<file path="src/rtl/backprop_error_stage_if.sv">
// rtl/backprop_error_stage_if.sv - sample-in / error-out handshake bundle for backprop_error_stage
interface backprop_error_stage_if;
    logic        out_valid;
    logic [31:0] out_value;
    logic [31:0] target;
    logic        out_ready;
    logic        err_valid;
    logic [31:0] err;
    logic        err_ready;

    modport master (
        output out_valid, out_value, target, err_ready,
        input  out_ready, err_valid, err
    );

    modport slave (
        input  out_valid, out_value, target, err_ready,
        output out_ready, err_valid, err
    );
endinterface

</file>
<file path="src/rtl/backprop_error_stage.sv">
// rtl/backprop_error_stage.sv - batch-averaged (target - output) error for backprop start
// Optional feature macro: BPE_SATURATE_EN (clamp scaled error to 32-bit signed range).
module backprop_error_stage #(
    parameter int BATCH_LOG2 = 2,
    parameter int SHIFT      = 0
) (
    input  logic                  clk,
    input  logic                  rst_n,
    input  logic                  clear,
    backprop_error_stage_if.slave bus,
    output logic [15:0]           epoch_count
);

    localparam int AW          = 33 + BATCH_LOG2;
    localparam int CW          = BATCH_LOG2 + 1;
    localparam int TOTAL_SHIFT = BATCH_LOG2 + SHIFT;
    localparam logic [CW-1:0] CNT_LAST = CW'((1 << BATCH_LOG2) - 1);

    typedef enum logic {ACC, SEND} state_t;

    state_t                state_q, state_d;
    logic signed [AW-1:0]  acc_q, acc_d;
    logic [CW-1:0]         cnt_q, cnt_d;
    logic [31:0]           err_q, err_d;
    logic [15:0]           epoch_q, epoch_d;

    logic signed [32:0]    diff;
    logic signed [AW-1:0]  diff_ext;
    logic signed [AW-1:0]  acc_next;
    logic [31:0]           err_next;

    // 33 bits holds any difference of two 32-bit signed values without overflow
    assign diff     = $signed({bus.target[31], bus.target}) - $signed({bus.out_value[31], bus.out_value});
    assign diff_ext = AW'(diff);
    assign acc_next = acc_q + diff_ext;

`ifdef BPE_SATURATE_EN
    logic signed [AW-1:0] shifted;
    logic                 sat_hi;
    logic                 sat_lo;

    assign shifted = acc_next >>> TOTAL_SHIFT;
    // Bits above bit 31 must all match the sign bit for the value to fit in 32 bits
    assign sat_hi  = !shifted[AW-1] &&  (|shifted[AW-2:31]);
    assign sat_lo  =  shifted[AW-1] && !(&shifted[AW-2:31]);

    always_comb begin
        err_next = shifted[31:0];
        if (sat_hi) begin
            err_next = 32'h7FFF_FFFF;
        end else if (sat_lo) begin
            err_next = 32'h8000_0000;
        end
    end
`else
    assign err_next = 32'(acc_next >>> TOTAL_SHIFT);
`endif

    always_comb begin
        state_d = state_q;
        acc_d   = acc_q;
        cnt_d   = cnt_q;
        err_d   = err_q;
        epoch_d = epoch_q;
        if (clear) begin
            state_d = ACC;
            acc_d   = '0;
            cnt_d   = '0;
        end else begin
            case (state_q)
                ACC: begin
                    if (bus.out_valid) begin
                        acc_d = acc_next;
                        cnt_d = cnt_q + CW'(1);
                        if (cnt_q == CNT_LAST) begin
                            err_d   = err_next;
                            state_d = SEND;
                        end
                    end
                end
                SEND: begin
                    if (bus.err_ready) begin
                        state_d = ACC;
                        acc_d   = '0;
                        cnt_d   = '0;
                        epoch_d = epoch_q + 16'd1;
                    end
                end
                default: state_d = ACC;
            endcase
        end
    end

    always_ff @(posedge clk or negedge rst_n) begin
        if (!rst_n) begin
            state_q <= ACC;
            acc_q   <= '0;
            cnt_q   <= '0;
            err_q   <= '0;
            epoch_q <= '0;
        end else begin
            state_q <= state_d;
            acc_q   <= acc_d;
            cnt_q   <= cnt_d;
            err_q   <= err_d;
            epoch_q <= epoch_d;
        end
    end

    assign bus.out_ready = (state_q == ACC);
    assign bus.err_valid = (state_q == SEND);
    assign bus.err       = err_q;
    assign epoch_count   = epoch_q;

endmodule

</file>
<file path="src/flat_wrapper.sv">
// flat-port wrapper written by rule: the top's interface ports become plain ports
module backprop_error_stage_flat 
#(
    parameter int BATCH_LOG2 = 2,
    parameter int SHIFT      = 0
)
  (clk, rst_n, clear, epoch_count, bus_out_valid, bus_out_value, bus_target, bus_err_ready, bus_out_ready, bus_err_valid, bus_err);
  backprop_error_stage_if bus_i ();
  input  logic clk;
  input  logic rst_n;
  input  logic clear;
  output logic [15:0] epoch_count;
  input wire logic [$bits(bus_i.out_valid)-1:0] bus_out_valid;
  input wire logic [$bits(bus_i.out_value)-1:0] bus_out_value;
  input wire logic [$bits(bus_i.target)-1:0] bus_target;
  input wire logic [$bits(bus_i.err_ready)-1:0] bus_err_ready;
  output wire logic [$bits(bus_i.out_ready)-1:0] bus_out_ready;
  output wire logic [$bits(bus_i.err_valid)-1:0] bus_err_valid;
  output wire logic [$bits(bus_i.err)-1:0] bus_err;
  assign bus_i.out_valid = bus_out_valid;
  assign bus_i.out_value = bus_out_value;
  assign bus_i.target = bus_target;
  assign bus_i.err_ready = bus_err_ready;
  assign bus_out_ready = bus_i.out_ready;
  assign bus_err_valid = bus_i.err_valid;
  assign bus_err = bus_i.err;
  backprop_error_stage #(.BATCH_LOG2(BATCH_LOG2), .SHIFT(SHIFT)) u_core (.clk(clk), .rst_n(rst_n), .clear(clear), .bus(bus_i), .epoch_count(epoch_count));
endmodule
</file>
<file path="config.mk">
export PLATFORM = sky130hd
export DESIGN_NAME = backprop_error_stage_flat
export DESIGN_NICKNAME = d
export VERILOG_FILES = /design/src/rtl/backprop_error_stage_if.sv /design/src/rtl/backprop_error_stage.sv /design/src/flat_wrapper.sv
export SDC_FILE = /design/constraint.sdc
export NUM_CORES = 1
export LEC_CHECK = 0
export CAP_MARGIN = 20
export CELL_PAD_IN_SITES_DETAIL_PLACEMENT = 1
export CELL_PAD_IN_SITES_GLOBAL_PLACEMENT = 1
export CORE_UTILIZATION = 37
export DETAILED_ROUTE_END_ITERATION = 8
export HOLD_SLACK_MARGIN = 0.05
export PLACE_DENSITY_LB_ADDON = 0.12
export SYNTH_ARGS = -nofsm -noshare
export SYNTH_HDL_FRONTEND = slang
export SYNTH_SLANG_ARGS = --single-unit
</file>
<file path="constraint.sdc">
create_clock -name clk -period 5.8 [get_ports clk]
set_clock_uncertainty 0.05 [all_clocks]
set_input_delay 1.16 -clock clk [delete_from_list [all_inputs] [get_ports clk]]
set_output_delay 1.16 -clock clk [all_outputs]
set_load 0.1 [all_outputs]
</file>
== After elaboration in Yosys (flattened, before gate mapping) ==
Cells that the tools add are included.

* $add $sub $neg: 4
* Equal/unequal tests: 3
* Multiplexer cells: 13
* Bitwise operators: 2
* Reductions and logical operators: 3

{| class="wikitable"
|+ Operator list
! operator !! count
|-
| 2-to-1 mux 35 bit || 3
|-
| case mux 35 bit (2 select lines) || 1
|-
| adder 35 x 33 -> 35 bit || 1
|-
| subtractor 32 x 32 -> 33 bit || 1
|-
| adder 16 x 1 -> 16 bit (second input constant) || 1
|-
| 2-to-1 mux 3 bit || 3
|-
| inequality test 3 bit (second input constant) || 2
|-
| case mux 3 bit (2 select lines) || 1
|-
| 2-to-1 mux 1 bit || 4
|-
| AND reduction 4 bit || 1
|-
| adder 3 x 1 -> 3 bit (second input constant) || 1
|-
| == test 3 x 2 -> 1 bit (second input constant) || 1
|-
| AND reduction 3 bit || 1
|-
| inverter 1 bit || 2
|-
| case mux 1 bit (2 select lines) || 1
|-
| AND reduction 2 bit || 1
|}

* Flip-flop bits (word level): 87
* Input bits: 69
* Output and inout bits: 50
* Word-level logic and storage cells: 30

== Depth between registers and ports, before layout ==
Gate-level depths: netlist of the first run.

* Depth in word-level cells: 5
* Gate-level depth with buffers: 13
* Mapped depth without buffers: 13

== Least setup slack after synthesis of the first run ==
OpenSTA, ideal clock, no wires.

* Path kind: input to register
* Start: input port bus_target[1]
* End: register u_core.err_q[27] (netlist: u_core.bus.err[27])
* Setup time: 0.131 ns
* Data arrival time: 3.445 ns
* Data required time: 5.619 ns
* Slack: 2.173 ns
* Cell stages on the path: 11
* Path buffers: 0
* Path through: inv_1 fa_1 inv_1 ha_1 a211oi_2 nor4_2 o2111a_1 or2_4 a211oi_2 xor2_1 o21ai_1

* Cells in the longest elaborated chain, start to end: 2

{| class="wikitable"
|+ RTL lines
! what !! line !! RTL
|-
| start: declaration || flat_wrapper.sv:15 || <nowiki>input wire logic [$bits(bus_i.target)-1:0] bus_target;</nowiki>
|-
| subtractor 32 x 32 -> 33 bit || backprop_error_stage.sv:33 || <nowiki>assign diff = $signed({bus.target[31], bus.target}) - $signed({bus.out_value[31], bus.out_value});</nowiki>
|-
| adder 35 x 33 -> 35 bit || backprop_error_stage.sv:35 || <nowiki>assign acc_next = acc_q + diff_ext;</nowiki>
|-
| end signal: assignment || backprop_error_stage.sv:105 || <nowiki>err_q <= err_d;</nowiki>
|-
| end: declaration || backprop_error_stage.sv:24 || <nowiki>logic [31:0] err_q, err_d;</nowiki>
|}

No other way between the ends.
A chain may end at the register's enable or synchronous reset.

== Final worst setup path of the first run ==
* Start: input port bus_target[7]
* End: register u_core.acc_q[31]

* Cells in the longest elaborated chain, start to end: 5

{| class="wikitable"
|+ RTL lines
! what !! line !! RTL
|-
| subtractor 32 x 32 -> 33 bit || backprop_error_stage.sv:33 ||
|-
| adder 35 x 33 -> 35 bit || backprop_error_stage.sv:35 ||
|-
| 2-to-1 mux 35 bit || backprop_error_stage.sv:72 || <nowiki>if (bus.out_valid) begin</nowiki>
|-
| case mux 35 bit (2 select lines) || backprop_error_stage.sv:70 || <nowiki>case (state_q)</nowiki>
|-
| 2-to-1 mux 35 bit || backprop_error_stage.sv:65 || <nowiki>if (clear) begin</nowiki>
|-
| end signal: assignment || backprop_error_stage.sv:97 || <nowiki>acc_q <= '0;</nowiki>
|-
| end signal: assignment || backprop_error_stage.sv:103 || <nowiki>acc_q <= acc_d;</nowiki>
|-
| end: declaration || backprop_error_stage.sv:22 || <nowiki>logic signed [AW-1:0] acc_q, acc_d;</nowiki>
|}

No other way between the ends. The select of a mux whose other input is x is not followed.

==> impl_results.md, run 1 <==
- Outcome: completed
- Antenna cell count: 0
- Nets: 970
- Clock Latency Late Sink: 0.35 ns
- Critical Path End Type: flop
- Row cnt: 47
- Critical Path Start: bus_target[7]
- Worst Path Max Fanout: 8
- Largest cells by area after synthesis: dfrtp_1 (34%), fa_1 (10%), inv_1 (8.0%), ha_1 (7.4%), nand2_1 (4.4%)
- Count of warnings emitted by yosys: 0
- Post-Syn Nets: 854
- Peak VDD IR: 0.389 mV
- Max Buffers Root-to-Sink: 2
- Fraction of layout cells with a size suffix above 1: 7.66%
- Clock root buffer: clkbuf_16
- Reg2Reg Depth: 11
- Leak Pwr: 3.89 nW
- Cell with the most instances after synthesis: inv_1
- Top_reg_cell synth: dfrtp_1
- Max-slew violations: 0
- Post-route ant nets: 0
- Sequential fraction of the synthesis area: 33.5%
- Io pins: 119
- 1st-iter DRT viols: 192
- Top cell type's share of synthesized area: 33.5%
- Synth unique cells: 60
- CTS H-tree lvls: 3
- Die height: 134 um
- RSZ-0062 raised after global routing: no
- Hold WS: 0.434 ns
- Register Area: 2150 sq um
- Die footprint: 17900 sq um
- Min-delay worst type: flop to flop
- CTS Buf Count: 9
- Final setup viols: 0
- GRT overflow: 0
- Gr usage total: 21.7%
- Cell taking the most area after synthesis: dfrtp_1
- Minimum clock period: 4.17 ns
- Max Cap Viol: 0
- Post-synth ARST share: 100%
- Number of antenna violations at the first check in global routing: 0
- Area Overhead vs Synth: 27.2%
- CTS sink count: 86
- # Post-CTS Setup Buffers: 0
- Clock Pin Slew Worst Setup and Hold Paths: 0.06 ns
- Worst Tran Pin Value: 0.994 ns
- Critical path data required time: 5.94 ns
- Die X-Extent: 134 um
- Mapped Cells: 714
- EDFF count, synth: 0
- Initial core utilization: 38.3%
- Largest net degree at the start of global routing: 50
- Core area: 16800 sq um
- First-pass GRT wire length: 30400 um
- Multi-input logic area: 3690 sq um
- Setup TNS: 0 ns
- Final WL: 18200 um
- Crit Path Class: input pin to flop
- CTS tree: yes
- Utilization after layout: 48.7%
- Port Buf Inserts: 118
- RePlAce Congestion: 0.817
- Power Density: 612 nW/um^2
- Worst Setup EP: u_core.acc_q[31]$_DFFE_PN0P_
- DRC viols: 0
- Fin. Hold Viols: 0
- Synth Area per Inst: 8.98 sq um
- HPWL Detailed: 14400 um
- Worst r2r dst: u_core.acc_q[31]$_DFFE_PN0P_
- Crit start category: input pin
- Routed len/inst: 17.2 um
- WP data arrival: 4.31 ns
- Peak Freq: 240 MHz
- Commonest cells in the netlist: inv_1 (137), dfrtp_1 (86), nand2_1 (75)
- Mapped cell area: 6410 sq um
- Max_slew headroom: 33.5%
- TritonRoute pass-1 iters: 4
- Number of global-route vias before repair: 6007
- Via count: 5395
- Drt via density: 5.11
- # resized after CTS: 0
- R2r startpoint: u_core.acc_q[7]$_DFFE_PN0P_
- Final period utilization: 72.0%
- R2R Setup Slk: 2.60 ns
- Total power: 5.00 mW
- # fillers: 1911
- Seq cells post-synth: 86
- Hold buffers post-CTS: 0
[placed cells by master, fill, tap and decap left out, types with 9 or more instances in the layout]
master,Yosys,routed
a21oi_1,38,37
a22o_1,19,19
clkbuf_16,0,9
clkdlybuf4s50_1,0,117
dfrtp_1,86,86
fa_1,33,33
ha_1,38,38
inv_1,137,137
mux2_2,18,18
nand2_1,75,74
nand3_1,10,10
nor2_1,32,32
o21ai_0,36,36
o21ai_1,25,25
xnor2_1,22,22
xor2_1,25,25
[critical path: stages]
cell	delay, ns
clkdlybuf4s50_1	0.46
inv_1	0.05
fa_1	0.53
inv_1	0.05
ha_1	0.42
o21ai_0	0.15
a211oi_1	0.54
a31oi_1	0.18
a21oi_2	0.26
a221oi_2	0.13
xor2_1	0.28
o21ai_1	0.09
[routing by layer]
metal	vias up	part of all wire, %	global-route usage, %
met1	2686	47	28.6
li1	2577	-	-
met3	21	3.4	2.55
met2	111	49	37.5
met5	-	0	0
met4	0	1.4	6.31
[power breakdown]
group,switching (mW),total (mW),internal (mW),leakage [nW]
sequential,0.114,0.916,0.802,1.16
clock,0.264,0.601,0.337,0.136
combinational,2.40,3.48,1.08,2.59
[state kept, by name (all words and copies together) (netlist names)]
| register | flops |
|---|---|
| u_core.epoch_count | 16 |
| u_core.bus.err_valid | 1 |
| u_core.cnt_q | 3 |
| u_core.acc_q | 34 |
| u_core.bus.err | 32 |
[kinds of logic (layout without fill, tap and decap cells)]
| group | count (synthesis) | count (layout) | share of synthesized area [%] |
|---|---|---|---|
| buf+inv | 154 | 275 | 9.11 |
| flops | 86 | 86 | 33.5 |
| mux | 18 | 18 | 3.16 |
| xor+xnor | 47 | 47 | 6.42 |
| fa+ha+maj | 71 | 71 | 17.7 |
| compound gates | 171 | 171 | 17.5 |
| simple gates | 167 | 167 | 12.6 |
[area by class of cell]
cell class | count | area share, %
multi-input cells | 474 | 45.2
flip-flops and latches | 86 | 26.4
repair buffers | 122 | 15.1
inverters | 137 | 6.30
well taps | 220 | 3.37
clock buffers | 10 | 2.81
clock inverters | 6 | 0.859
[worst min-delay path by stage]
stage / startpoint / to / depth (start not counted)
6_report: u_core.cnt_q[2]$_DFFE_PN0P_ / u_core.cnt_q[2]$_DFFE_PN0P_ / 2
5_1_grt: u_core.cnt_q[2]$_DFFE_PN0P_ / u_core.cnt_q[2]$_DFFE_PN0P_ / 2
4_1_cts: u_core.cnt_q[2]$_DFFE_PN0P_ / u_core.cnt_q[2]$_DFFE_PN0P_ / 2
3_5_place_dp: u_core.cnt_q[2]$_DFFE_PN0P_ / u_core.cnt_q[2]$_DFFE_PN0P_ / 2
3_3_place_gp: u_core.epoch_count[15]$_DFFE_PN0P_ / u_core.epoch_count[15]$_DFFE_PN0P_ / 1
2_1_floorplan: u_core.acc_q[26]$_DFFE_PN0P_ / u_core.acc_q[26]$_DFFE_PN0P_ / 2
[through the flow]
step	instance area [sq um]	cells	worst slack [ns]
floorplan	6410	714	2.17
global placement	7830	1038	1.26
detailed placement	7830	1038	1.29
CTS	8130	1054	1.65
global route	8160	1055	1.40
finish	8160	1055	1.63
Power figures use the tool's default switching activity.
==> inputs of run 2 (changes only) <==
==> constraint.sdc (replaced) <==
create_clock -name clk -period 3.92 [get_ports clk]
set_clock_uncertainty 0.05 [all_clocks]
set_input_delay 0.784 -clock clk [delete_from_list [all_inputs] [get_ports clk]]
set_output_delay 0.784 -clock clk [all_outputs]
set_load 0.1 [all_outputs]
==> run 2 against run 1 <==
Against the previous run:
- sequential share of layout area down 1.0 points
- combinational power up 61%
- first-iteration DRC count is 4.7% higher
- sequential power increased by 50%
- worst setup slack worse by 1.5 ns
- clock-buffer cell count down 1
- register-to-register slack worse by 1.8 ns
- die area stayed put
- non-clock buffer count is 43 higher
- global-route usage up 0.84 points
- utilization up 2.0 points
- largest cell class unchanged
==> impl_results.md, run 2 (same netlist as run 1, synthesis figures left out) <==
- Outcome: completed (unchanged)
- Max Buffers Root-to-Sink: 2 (unchanged)
- # resized after CTS: 0 (unchanged)
- Number of antenna violations at the first check in global routing: 0 (unchanged)
- CTS Buf Count: 9 (unchanged)
- Clock root buffer: clkbuf_16 (unchanged)
- Post-route ant nets: 0 (unchanged)
- Hold WS: 0.431 ns (was 0.434 ns)
- Utilization after layout: 50.7% (was 48.7%)
- Sw frac: 53.0% (was 55.6%)
- Max Cap Viol: 0 (unchanged)
- Fin. Hold Viols: 0 (unchanged)
- TritonRoute pass-1 iters: 4 (unchanged)
- Top layer in use: met4 (unchanged)
- Non-filler instance count after layout: 1097 (was 1055)
- Crit start category: input pin (unchanged)
- Commonest non-fill, non-tap cell in the layout: inv_1 (unchanged)
- Register Area: 2150 sq um (unchanged)
- Fraction of layout cells with a size suffix above 1: 12.3% (was 7.66%)
- Crit Path Class: input pin to flop (unchanged)
- Die height: 134 um (unchanged)
- Final period utilization: 95.6%
- Clock Pin Slew Worst Setup and Hold Paths: 0.07 ns (was 0.06 ns)
- Switch Pwr: 4.20 mW (was 2.78 mW)
- Placed insts: 1082 (was 1038)
- Max_slew headroom: 31.6% (was 33.5%)
- Die footprint: 17900 sq um (unchanged)
- RePlAce Congestion: 0.853 (was 0.817)
- Core area: 16800 sq um (unchanged)
- Setup TNS: 0 ns (unchanged)
- Io pins: 119 (unchanged)
- Internal Dissipation: 3.73 mW (was 2.22 mW)
- CTS H-tree lvls: 3 (unchanged)
- Share of total power in combinational logic: 70.5% (was 69.6%)
- DRC viols: 0 (unchanged)
- Port Buf Inserts: 118 (unchanged)
- Row cnt: 47 (unchanged)
- Met3 WL post-DR: 552 um (was 621 um)
- Critical Path End Type: flop (unchanged)
- RSZ-0062 raised after global routing: no (unchanged)
- Antenna cell count: 0 (unchanged)
- Min-delay worst type: flop to flop (unchanged)
- Peak Freq: 267 MHz
- # Post-CTS Setup Buffers: 0 (unchanged)
- Nets: 1013 (was 970)
- Drt via density: 5.08 (was 5.11)
- Via count: 5576 (was 5395)
- Area Overhead vs Synth: 32.4% (was 27.2%)
- DR WL met2: 9200 um (was 8830 um)
- CTS tree: yes (unchanged)
- Die X-Extent: 134 um (unchanged)
- Largest net degree at the start of global routing: 73 (was 50)
- Number of global-route vias before repair: 6162 (was 6007)
- Initial core utilization: 38.3% (unchanged)
- Critical path data required time: 4.08 ns (was 5.94 ns)
- Routed len/inst: 17.3 um (was 17.2 um)
- Final setup viols: 0 (unchanged)
- CTS sink count: 86 (unchanged)
- Max-slew violations: 0 (unchanged)
- HPWL Detailed: 14600 um (was 14400 um)
- Final WL: 19000 um (was 18200 um)
- Met1 wire length: 8860 um (was 8470 um)
- GRT overflow: 0 (unchanged)
- Hold buffers post-CTS: 0 (unchanged)
- Minimum clock period: 3.75 ns
- Reg power frac: 17.3% (was 18.3%)
- Top reg by flops: u_core.acc_q (unchanged)
- Worst Tran Pin Value: 1.02 ns (was 0.994 ns)
- Multi-input logic area: 3700 sq um (was 3690 sq um)
- # fillers: 1949 (was 1911)
- Clock power share: 12.2% (was 12.0%)
- Peak VDD IR: 0.530 mV (was 0.389 mV)
- First-pass GRT wire length: 31500 um (was 30400 um)
- Commonest cells after routing, fill and taps aside: inv_1 (137), clkdlybuf4s50_1 (117), dfrtp_1 (86), nand2_1 (74), buf_4 (48) (was inv_1 (137), clkdlybuf4s50_1 (117), dfrtp_1 (86), nand2_1 (74), ha_1 (38))
- Leak Pwr: 4.11 nW (was 3.89 nW)
- Worst Path Max Fanout: 5 (was 8)
- 1st-iter DRT viols: 201 (was 192)
- Clock Latency Late Sink: 0.36 ns (was 0.35 ns)
- Gr usage total: 22.6% (was 21.7%)
- Max FFs per register: 34 (unchanged)
- Power Density: 933 nW/um^2 (was 612 nW/um^2)
- WP data arrival: 3.90 ns (was 4.31 ns)
-- run 2: final cells by class --
class                           instances  share of cell area, %
Clock inverter                          6                   1.10
Sequential cell                        86                   25.3
Tap cell                              220                   3.24
Timing Repair Buffer                  165                   18.0
Multi-Input combinational cell        474                   43.6
Inverter                              137                   6.05
Clock buffer                            9                   2.65
-- run 2: worst max-delay path, cell delays in order --
cell	delay, ns
clkdlybuf4s50_1	0.49
inv_1	0.09
fa_1	0.62
inv_1	0.06
ha_1	0.33
a211oi_2	0.28
nor4_2	0.11
o2111a_1	0.29
or2_4	0.30
a211oi_2	0.23
xor2_1	0.23
o21ai_1	0.08
-- run 2: worst paths after layout --
path | startpoint | endpoint | slack, ns | cells after the start
setup / recovery | bus_target[1] | u_core.acc_q[29]$_DFFE_PN0P_ | 0.17 | 12
hold / removal | u_core.acc_q[27]$_DFFE_PN0P_ | u_core.acc_q[27]$_DFFE_PN0P_ | 0.43 | 2
setup reg to reg | u_core.acc_q[15]$_DFFE_PN0P_ | u_core.acc_q[29]$_DFFE_PN0P_ | 0.82 | 12
hold reg to reg | u_core.acc_q[27]$_DFFE_PN0P_ | u_core.acc_q[27]$_DFFE_PN0P_ | 0.43 | 2
max in group asynchronous | rst_n | u_core.bus.err[6]$_DFFE_PN0P_ | 2.52 | 2
min in group asynchronous | rst_n | u_core.acc_q[24]$_DFFE_PN0P_ | 0.52 | 1
-- run 2: power groups by stage --
stage / Sequential (mW) / Combinational, mW / Clock, mW
final: 1.37 / 5.59 / 0.964
after global routing: 1.41 / 6.08 / 1.01
after CTS: 1.38 / 5.59 / 0.992
after detailed placement: 1.39 / 5.53 / 0
after global placement: 1.37 / 5.43 / 0
after floorplan: 2.44 / 2.69 / 0
-- run 2: through the flow --
| step | total power [mW] | setup slack, ns | area [sq um] |
|---|---|---|---|
| 2_1_floorplan | 5.13 | 0.669 | 6410 |
| 3_3_place_gp | 6.81 | -0.117 | 8160 |
| 3_5_place_dp | 6.92 | -0.204 | 8160 |
| 4_1_cts | 7.96 | 0.112 | 8480 |
| 5_1_grt | 8.51 | 0.0196 | 8490 |
| 6_report | 7.93 | 0.173 | 8490 |
-- run 2: routing by layer --
metal,up-vias,track usage [%]
met3,24,2.70
met5,-,0
li1,2679,-
met4,0,8.27
met1,2770,29.7
met2,103,38.0
==> inputs of run 3 (changes only) <==
--- a/config.mk
+++ b/config.mk
@@ -9,6 +9,7 @@
 export CELL_PAD_IN_SITES_DETAIL_PLACEMENT = 1
 export CELL_PAD_IN_SITES_GLOBAL_PLACEMENT = 1
 export CORE_UTILIZATION = 37
+export CTS_CLUSTER_DIAMETER = 50
 export DETAILED_ROUTE_END_ITERATION = 8
 export HOLD_SLACK_MARGIN = 0.05
 export PLACE_DENSITY_LB_ADDON = 0.12
==> results of run 3 <==
The final DEF is identical to that of run 2; final timing and power are the same.
